## config.mk

```make
export PLATFORM = sky130hd
export DESIGN_NAME = dram_host_ctrl
export DESIGN_NICKNAME = d
export VERILOG_FILES = /design/src/rtl/dram_host_ctrl.sv
export SDC_FILE = /design/constraint.sdc
export NUM_CORES = 1
export LEC_CHECK = 0
export ABC_AREA = 1
export BUFFER_PORTS_ARGS = -buffer_cell sky130_fd_sc_hd__buf_2
export CAP_MARGIN = 10
export CELL_PAD_IN_SITES_DETAIL_PLACEMENT = 0
export CELL_PAD_IN_SITES_GLOBAL_PLACEMENT = 1
export CORE_MARGIN = 8
export CORE_UTILIZATION = 30
export DETAILED_ROUTE_END_ITERATION = 7
export PLACE_DENSITY_LB_ADDON = 0.1
export SETUP_SLACK_MARGIN = 0.1
export SLEW_MARGIN = 20
export SYNTH_ARGS = -nofsm -noshare
export SYNTH_HDL_FRONTEND = slang
export SYNTH_SLANG_ARGS = --single-unit
```

## constraint.sdc

```tcl
create_clock -name clk -period 2.07 [get_ports clk]
set_input_delay 0.1035 -clock clk [delete_from_list [all_inputs] [get_ports clk]]
set_output_delay 0.1035 -clock clk [all_outputs]
set_load 0.01 [all_outputs]
```

## src/rtl/dram_host_ctrl.sv

```systemverilog
// -----------------------------------------------------------------------------
// dram_host_ctrl
//   Host-side initiator for simple_dram. Takes valid/ready read/write requests,
//   drives the memory's addr/wdata/write_en pins and returns read data after the
//   memory's one-cycle registered read. A free-running counter periodically
//   forces a refresh window during which no requests are accepted.
//
// Optional feature macro: DRAM_CTRL_WR_VERIFY_EN
//   When defined, every write is followed by a read-back of the same address and
//   a compare against the written data; a mismatch sets the sticky wr_err flag.
//   When undefined, wr_err is held 0.
//
// Ports
//   clk, rst_n       clock, asynchronous active-low reset
//   req_valid/ready  request handshake (req_ready is combinational)
//   req_we           1=write, 0=read
//   req_addr/wdata   request address / write data
//   rsp_valid        one-cycle pulse, rsp_rdata valid (reads only)
//   rsp_rdata        read data
//   busy             FSM not in IDLE
//   refresh_active   high while in the refresh window
//   wr_err           sticky write-verify mismatch
//   mem_addr/wdata   to simple_dram addr/wdata
//   mem_we           to simple_dram write_en
//   mem_rdata        from simple_dram rdata (registered, 1-cycle latency)
// -----------------------------------------------------------------------------
module dram_host_ctrl #(
    parameter int ADDR_W           = 4,
    parameter int DATA_W           = 8,
    parameter int REFRESH_INTERVAL = 64,
    parameter int REFRESH_CYCLES   = 4
) (
    input  logic              clk,
    input  logic              rst_n,
    input  logic              req_valid,
    output logic              req_ready,
    input  logic              req_we,
    input  logic [ADDR_W-1:0] req_addr,
    input  logic [DATA_W-1:0] req_wdata,
    output logic              rsp_valid,
    output logic [DATA_W-1:0] rsp_rdata,
    output logic              busy,
    output logic              refresh_active,
    output logic              wr_err,
    output logic [ADDR_W-1:0] mem_addr,
    output logic [DATA_W-1:0] mem_wdata,
    output logic              mem_we,
    input  logic [DATA_W-1:0] mem_rdata
);

    localparam int CNT_W = $clog2(REFRESH_INTERVAL);
    localparam int RC_W  = $clog2(REFRESH_CYCLES + 1);
    localparam logic [CNT_W-1:0] CNT_LAST = CNT_W'(REFRESH_INTERVAL - 1);
    localparam logic [RC_W-1:0]  RC_LAST  = RC_W'(REFRESH_CYCLES - 1);

`ifdef DRAM_CTRL_WR_VERIFY_EN
    typedef enum logic [2:0] {IDLE, WRITE, READ, RD_WAIT, REFRESH, VFY_RD, VFY_CMP} state_t;
`else
    typedef enum logic [2:0] {IDLE, WRITE, READ, RD_WAIT, REFRESH} state_t;
`endif

    state_t            state_q, state_d;
    logic [CNT_W-1:0]  ref_cnt_q, ref_cnt_d;
    logic [RC_W-1:0]   rcyc_q, rcyc_d;
    logic              pending_q, pending_d;
    logic              mem_we_q, mem_we_d;
    logic [ADDR_W-1:0] mem_addr_q, mem_addr_d;
    logic [DATA_W-1:0] mem_wdata_q, mem_wdata_d;
    logic              rsp_valid_q, rsp_valid_d;
    logic [DATA_W-1:0] rsp_rdata_q, rsp_rdata_d;
    logic              ref_act_q, ref_act_d;
    logic              busy_q, busy_d;
    logic              wr_err_q, wr_err_d;
    logic              wrap;
    logic              enter_ref;

    assign wrap = (ref_cnt_q == CNT_LAST);

    always_comb begin
        state_d     = state_q;
        rcyc_d      = rcyc_q;
        mem_addr_d  = mem_addr_q;
        mem_wdata_d = mem_wdata_q;
        rsp_valid_d = 1'b0;
        rsp_rdata_d = rsp_rdata_q;
        wr_err_d    = wr_err_q;
        enter_ref   = 1'b0;
        // Counter runs regardless of FSM state so the refresh cadence is fixed.
        ref_cnt_d   = wrap ? '0 : ref_cnt_q + CNT_W'(1);

        case (state_q)
            IDLE: begin
                // A pending refresh wins over a same-cycle request; req_ready
                // is already low in that case so nothing is dropped.
                if (pending_q) begin
                    state_d   = REFRESH;
                    rcyc_d    = '0;
                    enter_ref = 1'b1;
                end else if (req_valid) begin
                    state_d     = req_we ? WRITE : READ;
                    mem_addr_d  = req_addr;
                    mem_wdata_d = req_wdata;
                end
            end
            WRITE: begin
`ifdef DRAM_CTRL_WR_VERIFY_EN
                state_d = VFY_RD;
`else
                state_d = IDLE;
`endif
            end
            READ:    state_d = RD_WAIT;
            RD_WAIT: begin
                rsp_valid_d = 1'b1;
                rsp_rdata_d = mem_rdata;
                state_d     = IDLE;
            end
            REFRESH: begin
                if (rcyc_q == RC_LAST) state_d = IDLE;
                else                   rcyc_d  = rcyc_q + RC_W'(1);
            end
`ifdef DRAM_CTRL_WR_VERIFY_EN
            // Address and data are still held from the write, so the read-back
            // targets the same location and compares against the written value.
            VFY_RD:  state_d = VFY_CMP;
            VFY_CMP: begin
                if (mem_rdata != mem_wdata_q) wr_err_d = 1'b1;
                state_d = IDLE;
            end
`endif
            default: state_d = IDLE;
        endcase

        // At most one refresh outstanding: a wrap while pending is absorbed.
        pending_d = (pending_q && !enter_ref) || wrap;
        mem_we_d  = (state_d == WRITE);
        busy_d    = (state_d != IDLE);
        ref_act_d = (state_d == REFRESH);
    end

    always_ff @(posedge clk or negedge rst_n) begin
        if (!rst_n) begin
            state_q     <= IDLE;
            ref_cnt_q   <= '0;
            rcyc_q      <= '0;
            pending_q   <= 1'b0;
            mem_we_q    <= 1'b0;
            mem_addr_q  <= '0;
            mem_wdata_q <= '0;
            rsp_valid_q <= 1'b0;
            rsp_rdata_q <= '0;
            ref_act_q   <= 1'b0;
            busy_q      <= 1'b0;
            wr_err_q    <= 1'b0;
        end else begin
            state_q     <= state_d;
            ref_cnt_q   <= ref_cnt_d;
            rcyc_q      <= rcyc_d;
            pending_q   <= pending_d;
            mem_we_q    <= mem_we_d;
            mem_addr_q  <= mem_addr_d;
            mem_wdata_q <= mem_wdata_d;
            rsp_valid_q <= rsp_valid_d;
            rsp_rdata_q <= rsp_rdata_d;
            ref_act_q   <= ref_act_d;
            busy_q      <= busy_d;
            wr_err_q    <= wr_err_d;
        end
    end

    assign req_ready      = (state_q == IDLE) && !pending_q;
    assign rsp_valid      = rsp_valid_q;
    assign rsp_rdata      = rsp_rdata_q;
    assign busy           = busy_q;
    assign refresh_active = ref_act_q;
    assign wr_err         = wr_err_q;
    assign mem_addr       = mem_addr_q;
    assign mem_wdata      = mem_wdata_q;
    assign mem_we         = mem_we_q;

endmodule
```

==> flow_summary_export.csv <==
group,metric,value,unit
run_status,status,"finished, final reports clean",
layout,final_cell_mix,"79 x nand2_1, 48 x buf_2, 37 x dfrtp_1",
layout,stdcell_area,1930,µm²
timing,timing.fmax,0.729,GHz
logic_synthesis,synth_area_per_cell,9.03,µm²
timing,rsz0062_at_grt,"false",
power_and_ir_drop,p_leak,0.00110,µW
worst_setup_path,worst_r2r_path_depth,4,
power_and_ir_drop,total_power,2480,µW
timing,finalSetupTns,0,ns
power_and_ir_drop,internal_power,1650,µW
global_route,overflow,0,
clock_tree,cts_tree,"built",
min_path,min_path_type,"in -> reg",
power_and_ir_drop,ir_drop,0.000425,V
clock_tree,cts_buffer_depth,2,
worst_setup_path,regToRegStartpoint,"state_q[1]",
clock_tree,cts_sinks,37,
worst_setup_path,crit_slowest_cell,"dfrtp_1",
global_route,grt_usage,0.0940,
timing,drv_slew,0,
drt,num_vias,1183,
placement,placed_area,1800,µm²
placement,io_buffers,48,
clock_tree,clock_latency,0.28,ns
logic_synthesis,synth_cell_type_count,18,
layout,post-route-util,0.403,
power_and_ir_drop,power_frac_comb,0.315,
worst_setup_path,endpoint_kind,"primary output",
power_and_ir_drop,pwr-share-clk,0.254,
floorplan,coreArea,4790,µm²
floorplan,die_h,86.7,µm
layout,drive_gt1_frac,0.282,
floorplan,die_w,86.7,µm
worst_setup_path,crit_type,"reg -> out",
worst_setup_path,startpoint,"state_q[1]",
layout,fill_cells,502,
worst_setup_path,worst_r2r_endpoint,"mem_addr[2]",
worst_setup_path,crit_path_end,"req_ready",
layout,final_common_cell,"nand2_1",
logic_synthesis,yosys_warnings,0,
timing,setup_violations,0,
worst_setup_path,cp_cell_sequence,"nor2_4, nand2_2, nor2_1, buf_2",
worst_setup_path,crit_path_start_kind,"flop",
floorplan,ios,50,
logic_synthesis,syn_inst,166,
timing,relSlewSlack,0.453,
layout,antenna_cells,0,
clock_tree,cts_root_buf,"clkbuf_8",
floorplan,rows,25,
layout,nets,246,
worst_setup_path,cp.required,1.97,ns
global_route,antenna_found_initial,0,
drt,vias_per_cell,4.12,
global_route,grt_max_degree,38,
global_route,grt_pass1_vias,1246,
placement,routabilityCongestion,0.787,
timing,min_period,1.37,ns
drt,drc,0,
global_route,grt_pass1_wl,5550,µm
logic_synthesis,synthesis.nets,193,
worst_setup_path,max_stage_delay,0.43,ns
drt,drt_iter0_drc,59,
worst_setup_path,path_max_fanout,4,
drt,postRouteAntennaNets,0,
drt,drt_first_pass_iters,4,
timing,post-route-period-util,0.663,
floorplan,initial_utilization,0.313,
timing,clock_skew,0.00748,ns
power_and_ir_drop,powerDensity,1290,nW/µm²
power_and_ir_drop,swShare,0.338,
power_and_ir_drop,seq_power_share,0.432,
layout,area_growth,28.7,%
flow_run,cap_violations,0,
power_and_ir_drop,netSwitchingPower,840,µW
worst_setup_path,cp_data_arrival_time,1.27,ns
timing,report.final.hold_viol_count,0,
drt,post_drt_wl_per_cell,11.4,µm
floorplan,die-area,7510,µm²
clock_tree,h-tree-depth,2,
logic_synthesis,syn-cell-area,1500,µm²
logic_synthesis,ys_ff_latch,37,
placement,hpwlAfterDp,2540,µm
worst_setup_path,r2r_slack,0.70,ns
logic_synthesis,synth-seq-area-share,0.618,
timing,hold_slack,0.0132,ns
timing,worst_pin_slew,0.821,ns
clock_tree,cts_made_buffers,5,
clock_tree,path_clk_slew,0.07,ns
clock_tree,cts_resized,0,
drt,routed_wl,3270,µm
[metal layers]
layer / share of wire / track usage / vias up
met5: 0 / 0 / -
met2: 0.48 / 0.165 / 29
met1: 0.41 / 0.0915 / 537
met3: 0.091 / 0.0501 / 6
li1: - / - / 611
met4: 0.012 / 0.0329 / 0
[area by class of cell]
type	instances	area [µm²]	share of cell area
flip-flops and latches	37	926	0.480
inverters	14	52.6	0.0272
well taps	67	83.8	0.0435
multi-input cells	112	500	0.259
repair buffers	49	250	0.130
clock inverters	1	30.0	0.0156
clock buffers	7	86.3	0.0447
[cells in the mapped netlist]
master	n	area, µm²
buf_2	1	5.00
o21ai_0	2	10.0
dfrtp_1	37	926
nand3_1	7	35.0
nand2_1	79	297
nand3_2	1	10.0
a21oi_1	2	10.0
xor2_1	2	17.5
nand4_1	2	12.5
conb_1	1	3.75
nor2_4	2	22.5
nand2_2	1	6.26
nor3_1	1	5.00
ha_1	3	37.5
inv_2	3	11.3
buf_4	2	15.0
nor2_1	9	33.8
inv_1	11	41.3
[cells by family after synthesis]
logic type | share of synthesized area
xor gates and xnor gates | 0.0117
buffers and inverters | 0.0484
and+or+nand+nor | 0.281
AOI/OAI and AO/OA | 0.0134
DFF | 0.618
other | 0.00250
adders and majority gates | 0.0250
[power by group through the flow]
stage / sequential [µW] / clock, µW / combinational, µW
2_1_floorplan: 1190 / 0 / 358
3_3_place_gp: 1080 / 0 / 799
3_5_place_dp: 1090 / 0 / 807
4_1_cts: 1080 / 656 / 809
5_1_grt: 1110 / 692 / 899
6_report: 1070 / 630 / 782
[critical path, delay by kind of cell, from the launching register on]
kind	cells	cell delay [ns]
flops	1	0.43
buf+inv	1	0.16
simple gates	3	0.39
[per-stage QoR]
step                      cells  setup WS [ns]
after detailed placement    278          0.685
after CTS                   287          0.661
final                       287          0.698
after floorplan             166          0.884
after global routing        287          0.521
after global placement      278          0.725
[how the worst min path moves through the flow]
stage	slack, ns	end	cells after the start	from
final	0.01	rsp_rdata[3]	3	mem_rdata[3]
after floorplan	-0.19	busy	0	rst_n
after global placement	0.25	rcyc_q[1]	1	rst_n
after CTS	0.007	rsp_rdata[7]	3	mem_rdata[7]
after global routing	0.001	rsp_rdata[0]	3	mem_rdata[0]
after detailed placement	0.25	rcyc_q[2]	1	rst_n
[registers in the layout (all words and copies together), names as in the netlist]
register	flops
mem_wdata	8
rsp_rdata	8
ref_cnt_q	6
mem_addr	4
rcyc_q	3
state_q	3
busy	1
mem_we	1
pending_q	1
refresh_active	1
rsp_valid	1
[what timing repair did]
action / 4_1_cts / 5_1_grt
endpoints found under the hold margin: 37 / 0
hold buffers: 1 / 0
buffers inserted: 0 / 0
Power figures use the tool's default switching activity.
